## config.mk

```make
export PLATFORM = sky130hd
export DESIGN_NAME = eth_tx_arb_flat
export DESIGN_NICKNAME = d
export VERILOG_FILES = /design/src/rtl/eth_tx_arb_if.sv /design/src/rtl/eth_tx_arb.sv /design/src/flat_wrapper.sv
export SDC_FILE = /design/constraint.sdc
export NUM_CORES = 1
export LEC_CHECK = 0
export ABC_AREA = 1
export BUFFER_PORTS_ARGS = -buffer_cell sky130_fd_sc_hd__buf_4
export CAP_MARGIN = 25
export CORE_AREA = 10 10 125 127
export CTS_CLUSTER_SIZE = 12
export DETAILED_ROUTE_END_ITERATION = 10
export DIE_AREA = 0 0 135 137
export PLACE_DENSITY = 0.81
export SLEW_MARGIN = 20
export SYNTH_ARGS = -nofsm -noshare
export SYNTH_HDL_FRONTEND = slang
export SYNTH_SLANG_ARGS = --single-unit
```

## constraint.sdc

```tcl
create_clock -name clk156 -period 1.9 [get_ports clk156]
set_input_delay 0 -clock clk156 [delete_from_list [all_inputs] [get_ports clk156]]
set_output_delay 0 -clock clk156 [all_outputs]
set_load 0.02 [all_outputs]
```

## src/rtl/eth_tx_arb_if.sv

```systemverilog
// eth_tx_arb_if: AXI4-Stream bundle for the Ethernet MAC TX path.
//   tvalid/tdata/tkeep/tlast/tuser travel from master to slave.
//   tready travels back from slave to master.
//   master modport: the side that produces beats.
//   slave modport:  the side that consumes beats.
interface eth_tx_arb_if #(
    parameter int DATA_WIDTH = 64,
    parameter int KEEP_WIDTH = DATA_WIDTH / 8
);
    logic                  tvalid;
    logic                  tready;
    logic [DATA_WIDTH-1:0] tdata;
    logic [KEEP_WIDTH-1:0] tkeep;
    logic                  tlast;
    logic                  tuser;

    modport master (output tvalid, tdata, tkeep, tlast, tuser, input tready);
    modport slave  (input tvalid, tdata, tkeep, tlast, tuser, output tready);
endinterface

```

## src/rtl/eth_tx_arb.sv

```systemverilog
// eth_tx_arb: frame-level two-source arbiter in front of the 10G MAC TX port.
// Source 0 is the TLP encapsulator and source 1 is the test-frame generator.
// Once a source is granted, the output stays locked to it until tlast.
// After each frame the block forces an idle gap of IFG_CYCLES cycles.
// Ties are broken round-robin, and completed frames are counted per source.
//
// Ports:
//   clk156, sys_rst_n  : clock, and asynchronous active-low reset.
//   en0, en1           : source enables, sampled only while arbitrating.
//   s0_axis, s1_axis   : source streams (slave side).
//   m_axis             : stream toward the MAC (master side).
//   busy               : high while a frame is granted.
//   grant              : current or last-served source index.
//   frame_cnt0/1       : completed frames per source, wrapping at 32 bits.
module eth_tx_arb #(
    parameter int IFG_CYCLES = 8,
    parameter int DATA_WIDTH = 64,
    parameter int KEEP_WIDTH = DATA_WIDTH / 8
) (
    input  logic                clk156,
    input  logic                sys_rst_n,
    input  logic                en0,
    input  logic                en1,
    eth_tx_arb_if.slave         s0_axis,
    eth_tx_arb_if.slave         s1_axis,
    eth_tx_arb_if.master        m_axis,
    output logic                busy,
    output logic                grant,
    output logic [31:0]         frame_cnt0,
    output logic [31:0]         frame_cnt1
);

    typedef enum logic [1:0] {IDLE, GRANT, GAP} state_t;

    // The counter is loaded on the tlast beat, so GAP lasts exactly IFG_CYCLES cycles.
    localparam logic [7:0] GAP_LOAD = (IFG_CYCLES > 0) ? 8'(IFG_CYCLES - 1) : 8'd0;

    state_t     state;
    logic [7:0] gap_cnt;

    logic req0, req1;
    logic sel_valid, sel_last, eof;

    assign req0 = s0_axis.tvalid & en0;
    assign req1 = s1_axis.tvalid & en1;

    assign sel_valid = grant ? s1_axis.tvalid : s0_axis.tvalid;
    assign sel_last  = grant ? s1_axis.tlast  : s0_axis.tlast;
    assign eof       = (state == GRANT) & sel_valid & m_axis.tready & sel_last;

    // Pure combinational passthrough while granted.
    // Everything is held quiet in IDLE and GAP.
    always_comb begin
        m_axis.tvalid  = 1'b0;
        m_axis.tdata   = '0;
        m_axis.tkeep   = '0;
        m_axis.tlast   = 1'b0;
        m_axis.tuser   = 1'b0;
        s0_axis.tready = 1'b0;
        s1_axis.tready = 1'b0;
        if (state == GRANT) begin
            if (grant) begin
                m_axis.tvalid  = s1_axis.tvalid;
                m_axis.tdata   = s1_axis.tdata;
                m_axis.tkeep   = s1_axis.tkeep;
                m_axis.tlast   = s1_axis.tlast;
                m_axis.tuser   = s1_axis.tuser;
                s1_axis.tready = m_axis.tready;
            end else begin
                m_axis.tvalid  = s0_axis.tvalid;
                m_axis.tdata   = s0_axis.tdata;
                m_axis.tkeep   = s0_axis.tkeep;
                m_axis.tlast   = s0_axis.tlast;
                m_axis.tuser   = s0_axis.tuser;
                s0_axis.tready = m_axis.tready;
            end
        end
    end

    // grant resets to 1, so the first contested arbitration goes to source 0.
    always_ff @(posedge clk156 or negedge sys_rst_n) begin
        if (!sys_rst_n) begin
            state      <= IDLE;
            grant      <= 1'b1;
            busy       <= 1'b0;
            gap_cnt    <= '0;
            frame_cnt0 <= '0;
            frame_cnt1 <= '0;
        end else begin
            case (state)
                IDLE: begin
                    if (req0 | req1) begin
                        grant <= (req0 & req1) ? ~grant : req1;
                        busy  <= 1'b1;
                        state <= GRANT;
                    end
                end
                GRANT: begin
                    // Enables and source tvalid are ignored here.
                    // Only tlast releases the lock.
                    if (eof) begin
                        if (grant) frame_cnt1 <= frame_cnt1 + 32'd1;
                        else       frame_cnt0 <= frame_cnt0 + 32'd1;
                        busy <= 1'b0;
                        if (IFG_CYCLES > 0) begin
                            gap_cnt <= GAP_LOAD;
                            state   <= GAP;
                        end else begin
                            state <= IDLE;
                        end
                    end
                end
                GAP: begin
                    if (gap_cnt == 8'd0) state <= IDLE;
                    else                 gap_cnt <= gap_cnt - 8'd1;
                end
                default: state <= IDLE;
            endcase
        end
    end

endmodule

```

## src/flat_wrapper.sv

```systemverilog
// flat-port wrapper written by rule: the top's interface ports become plain ports
module eth_tx_arb_flat 
#(
    parameter int IFG_CYCLES = 8,
    parameter int DATA_WIDTH = 64,
    parameter int KEEP_WIDTH = DATA_WIDTH / 8
)
  (clk156, sys_rst_n, en0, en1, busy, grant, frame_cnt0, frame_cnt1, s0_axis_tvalid, s0_axis_tdata, s0_axis_tkeep, s0_axis_tlast, s0_axis_tuser, s0_axis_tready, s1_axis_tvalid, s1_axis_tdata, s1_axis_tkeep, s1_axis_tlast, s1_axis_tuser, s1_axis_tready, m_axis_tvalid, m_axis_tdata, m_axis_tkeep, m_axis_tlast, m_axis_tuser, m_axis_tready);
  eth_tx_arb_if #(.DATA_WIDTH(DATA_WIDTH), .KEEP_WIDTH(KEEP_WIDTH)) s0_axis_i ();
  eth_tx_arb_if #(.DATA_WIDTH(DATA_WIDTH), .KEEP_WIDTH(KEEP_WIDTH)) s1_axis_i ();
  eth_tx_arb_if #(.DATA_WIDTH(DATA_WIDTH), .KEEP_WIDTH(KEEP_WIDTH)) m_axis_i ();
  input  logic clk156;
  input  logic sys_rst_n;
  input  logic en0;
  input  logic en1;
  output logic busy;
  output logic grant;
  output logic [31:0] frame_cnt0;
  output logic [31:0] frame_cnt1;
  input wire logic [$bits(s0_axis_i.tvalid)-1:0] s0_axis_tvalid;
  input wire logic [$bits(s0_axis_i.tdata)-1:0] s0_axis_tdata;
  input wire logic [$bits(s0_axis_i.tkeep)-1:0] s0_axis_tkeep;
  input wire logic [$bits(s0_axis_i.tlast)-1:0] s0_axis_tlast;
  input wire logic [$bits(s0_axis_i.tuser)-1:0] s0_axis_tuser;
  output wire logic [$bits(s0_axis_i.tready)-1:0] s0_axis_tready;
  input wire logic [$bits(s1_axis_i.tvalid)-1:0] s1_axis_tvalid;
  input wire logic [$bits(s1_axis_i.tdata)-1:0] s1_axis_tdata;
  input wire logic [$bits(s1_axis_i.tkeep)-1:0] s1_axis_tkeep;
  input wire logic [$bits(s1_axis_i.tlast)-1:0] s1_axis_tlast;
  input wire logic [$bits(s1_axis_i.tuser)-1:0] s1_axis_tuser;
  output wire logic [$bits(s1_axis_i.tready)-1:0] s1_axis_tready;
  output wire logic [$bits(m_axis_i.tvalid)-1:0] m_axis_tvalid;
  output wire logic [$bits(m_axis_i.tdata)-1:0] m_axis_tdata;
  output wire logic [$bits(m_axis_i.tkeep)-1:0] m_axis_tkeep;
  output wire logic [$bits(m_axis_i.tlast)-1:0] m_axis_tlast;
  output wire logic [$bits(m_axis_i.tuser)-1:0] m_axis_tuser;
  input wire logic [$bits(m_axis_i.tready)-1:0] m_axis_tready;
  assign s0_axis_i.tvalid = s0_axis_tvalid;
  assign s0_axis_i.tdata = s0_axis_tdata;
  assign s0_axis_i.tkeep = s0_axis_tkeep;
  assign s0_axis_i.tlast = s0_axis_tlast;
  assign s0_axis_i.tuser = s0_axis_tuser;
  assign s0_axis_tready = s0_axis_i.tready;
  assign s1_axis_i.tvalid = s1_axis_tvalid;
  assign s1_axis_i.tdata = s1_axis_tdata;
  assign s1_axis_i.tkeep = s1_axis_tkeep;
  assign s1_axis_i.tlast = s1_axis_tlast;
  assign s1_axis_i.tuser = s1_axis_tuser;
  assign s1_axis_tready = s1_axis_i.tready;
  assign m_axis_tvalid = m_axis_i.tvalid;
  assign m_axis_tdata = m_axis_i.tdata;
  assign m_axis_tkeep = m_axis_i.tkeep;
  assign m_axis_tlast = m_axis_i.tlast;
  assign m_axis_tuser = m_axis_i.tuser;
  assign m_axis_i.tready = m_axis_tready;
  eth_tx_arb #(.IFG_CYCLES(IFG_CYCLES), .DATA_WIDTH(DATA_WIDTH), .KEEP_WIDTH(KEEP_WIDTH)) u_core (.clk156(clk156), .sys_rst_n(sys_rst_n), .en0(en0), .en1(en1), .s0_axis(s0_axis_i), .s1_axis(s1_axis_i), .m_axis(m_axis_i), .busy(busy), .grant(grant), .frame_cnt0(frame_cnt0), .frame_cnt1(frame_cnt1));
endmodule
```

==> impl_metrics.py <==
metrics = {
    "logic_synthesis": {
        "synth_area_leaders": "dfrtp_1 (32%), nand2_1 (29%), nand3_1 (11%), nor2_1 (8.1%), xor2_1 (4.7%)",
        "synth_top_area_cell": "dfrtp_1",
        "synth_enable_flop_cells": 0,
        "synth_top_area_share_pct": 32.3,
        "async_reset_ff_share_pct": 100,
        "syn-num-nets": 1125,
        "ys_warn_count": 0,
        "syn_inst": 962,
        "yosysUniqueCellTypes": 29,
        "syn_area_um2": 5820,
        "yosysSeqAreaShare_pct": 32.7,
        "syn_avg_cell_area_um2": 6.05,
        "synth_seq_cells": 76,
        "ys.flop_type": "dfrtp_1",
    },
    "worst_setup_path": {
        "reg2reg_to": "u_core.frame_cnt0[3]",
        "worstSetupEndpoint": "m_axis_tdata[53]",
        "worst_setup_path_start_kind": "register",
        "r2r_slack_ns": 0.09,
        "required_ns": 1.90,
        "endpoint_kind": "primary output",
        "crit_chain": "inv_2, ha_4, inv_1, nor2_4, bufbuf_16, nand2_1, nand2_1, buf_4",
        "worstPathArrival_ns": 1.85,
        "crit_slowest_cell": "dfrtp_1",
        "crit_path_frequent_cell": "nand2_1",
        "critPathMaxStageDelay_ns": 0.41,
        "startpoint": "u_core.state[1]",
        "critPathMaxFanout": 18,
        "rr_worst_depth": 9,
        "r2r-start": "u_core.state[1]",
        "crit_type": "register to primary output",
    },
    "route": {
        "avgRoutedWirePerCell_um": 17.6,
        "avgViaCountPerCell": 5.08,
        "route.vias.total": 7306,
        "ant_nets": 0,
        "totalWireLength_um": 25300,
        "drtIter0Drc": 661,
        "drc": 0,
        "drtPass1Iterations": 7,
    },
    "sta": {
        "finalCritPeriodShare_pct": 97.5,
        "slew_viol_final": 0,
        "fmax_ghz": 0.540,
        "worst_pin_slew_ns": 0.577,
        "fin_tns_setup_ns": 0,
        "finalSetupViolations": 0,
        "clock_skew_ns": 0.00802,
        "timing.slew.headroom_pct": 61.5,
        "fin_crit_ns": 1.85,
        "hold_viol": 0,
        "rsz0062_at_grt": "true",
    },
    "clock_network": {
        "insertion_delay_ns": 0.33,
        "cts.sink_count": 76,
        "ctsHtreeMaxLevel": 3,
        "cts_buffers": 9,
        "clk_transition_reported_paths_ns": 0.06,
        "cts_tree": "yes",
        "cts_root_buf": "clkbuf_16",
        "clk_path_buf_depth": 2,
    },
    "pwr": {
        "p_total_uw": 9260,
        "peakVddDrop_mv": 0.898,
        "leakage_uw": 0.00465,
        "p_per_area_nw_per_um2": 1060,
    },
    "place": {
        "io_buffers": 297,
        "place_congestion": 0.956,
        "dp_hpwl_um": 20100,
    },
    "die": {
        "coreArea_um2": 13100,
        "row_count": 42,
        "dieArea_um2": 18500,
        "ios": 298,
        "dieHeight_um": 137,
        "die_x_um": 135,
        "initial_utilization_pct": 44.5,
    },
    "finish": {
        "final_common_cell": "nand2_1",
        "fillers": 1179,
        "layout_common_cells": "nand2_1 (444), buf_4 (307), nand3_1 (122), nor2_1 (122), dfrtp_1 (75)",
        "synthToLayoutAreaGrowth_pct": 50.2,
        "final_layout_size_suffix_gt1_share_pct": 27.7,
        "nets": 1421,
    },
    "worst_hold_path": {
        "hp-class": "input pin to register",
    },
    "global_routing": {
        "antenna_found_initial": 2,
        "grt_max_degree": 76,
        "track_usage_pct": 25.5,
        "grt_pass1_vias": 6957,
        "grt.overflow.total": 0,
        "grt_pass1_wl_um": 37400,
    },
    "job": {
        "cap_violations": 0,
    },
    "status": {
        "status": "finished clean",
    },
}
-- routing by layer --
metal  up-vias  part of all wire (%)  GRT usage, %
li1       3596                     -             -
met1      3349                    36          29.1
met2       320                    49          42.2
met3        39                    12          11.1
met4         2                   2.3          8.07
met5         -                 0.036             0
-- cell usage after synthesis, drive strengths merged (2+ instances only) --
cell    number
buf         21
clkbuf      14
dfrtp       75
ha           8
inv         68
nand2      447
nand3      126
nand3b      10
nand4        8
nor2       127
nor3         4
o21ai       17
o21bai       2
xor2        31
-- per-stage QoR --
step | setup WS [ns] | utilization (%) | hold slack (ns) | instances | area (um2)
final | 0.0482 | 66.8 | 0.0240 | 1439 | 8740
after global routing | -0.0449 | 66.8 | 0.0422 | 1439 | 8740
after floorplan | 0.211 | - | -0.296 | 962 | 5820
after detailed placement | 0.0768 | 63.1 | 0.0436 | 1416 | 8250
after CTS | 0.0253 | 66.3 | 0.0124 | 1436 | 8670
after global placement | 0.164 | 63.1 | 0.0428 | 1416 | 8250
-- how the worst min path moves through the flow --
stage | startpoint | to | slack, ns | cells past startpoint
after global routing | en0 | u_core.grant | 0.04 | 4
after global placement | sys_rst_n | u_core.frame_cnt1[19] | 0.04 | 1
after floorplan | sys_rst_n | u_core.busy | -0.30 | 0
after CTS | en0 | u_core.grant | 0.01 | 4
after detailed placement | sys_rst_n | u_core.frame_cnt1[23] | 0.04 | 1
final | en0 | u_core.grant | 0.02 | 4
-- report_power, final --
group          switching, uW  internal, uW  total (uW)
combinational           3320          2080        5400
clock                    622          1150        1770
sequential               263          1830        2090
total                   4210          5050        9260
-- logic make-up (layout without fill, tap and decap cells) --
kind of cell | count (synthesis) | count (layout) | synth area share [%]
adders and majority gates | 8 | 8 | 1.72
and+or+nand+nor | 722 | 722 | 51.4
AOI/OAI and AO/OA | 22 | 22 | 2.13
xor gates and xnor gates | 31 | 31 | 4.67
other | 0 | 1 | 0
buffers and inverters | 103 | 403 | 7.35
DFF | 76 | 76 | 32.7
-- critical path, delay by kind of cell, from the launching register on --
family | cells | cell delay (ns)
fa+ha+maj | 1 | 0.16
buf+inv | 4 | 0.66
flops | 1 | 0.41
simple gates | 3 | 0.30
-- flip-flops by register name (all words and copies together), names as in the netlist --
register and cells:
u_core.busy 1, u_core.frame_cnt0 32, u_core.state 2, u_core.grant 1, u_core.gap_cnt 8, u_core.frame_cnt1 32
-- final cells by class --
type | instances | area [um2] | area share, %
inverters | 68 | 260 | 2.98
clock buffers | 13 | 240 | 2.75
diodes | 1 | 2.50 | 0.0286
flip-flops and latches | 76 | 1900 | 21.8
repair buffers | 320 | 2530 | 28.9
well taps | 176 | 220 | 2.52
clock inverters | 2 | 60.1 | 0.687
multi-input cells | 783 | 3520 | 40.3
-- timing repair --
item / CTS / global route
resized for setup: 5 / 10
buffers inserted: 2 / 1
pin swaps: 1 / 1
endpoints found under the hold margin: 41 / 0
hold buffers: 1 / 0
setup endpoints to repair: 74 / 91
gates cloned: 2 / 1
Power figures use the tool's default switching activity.
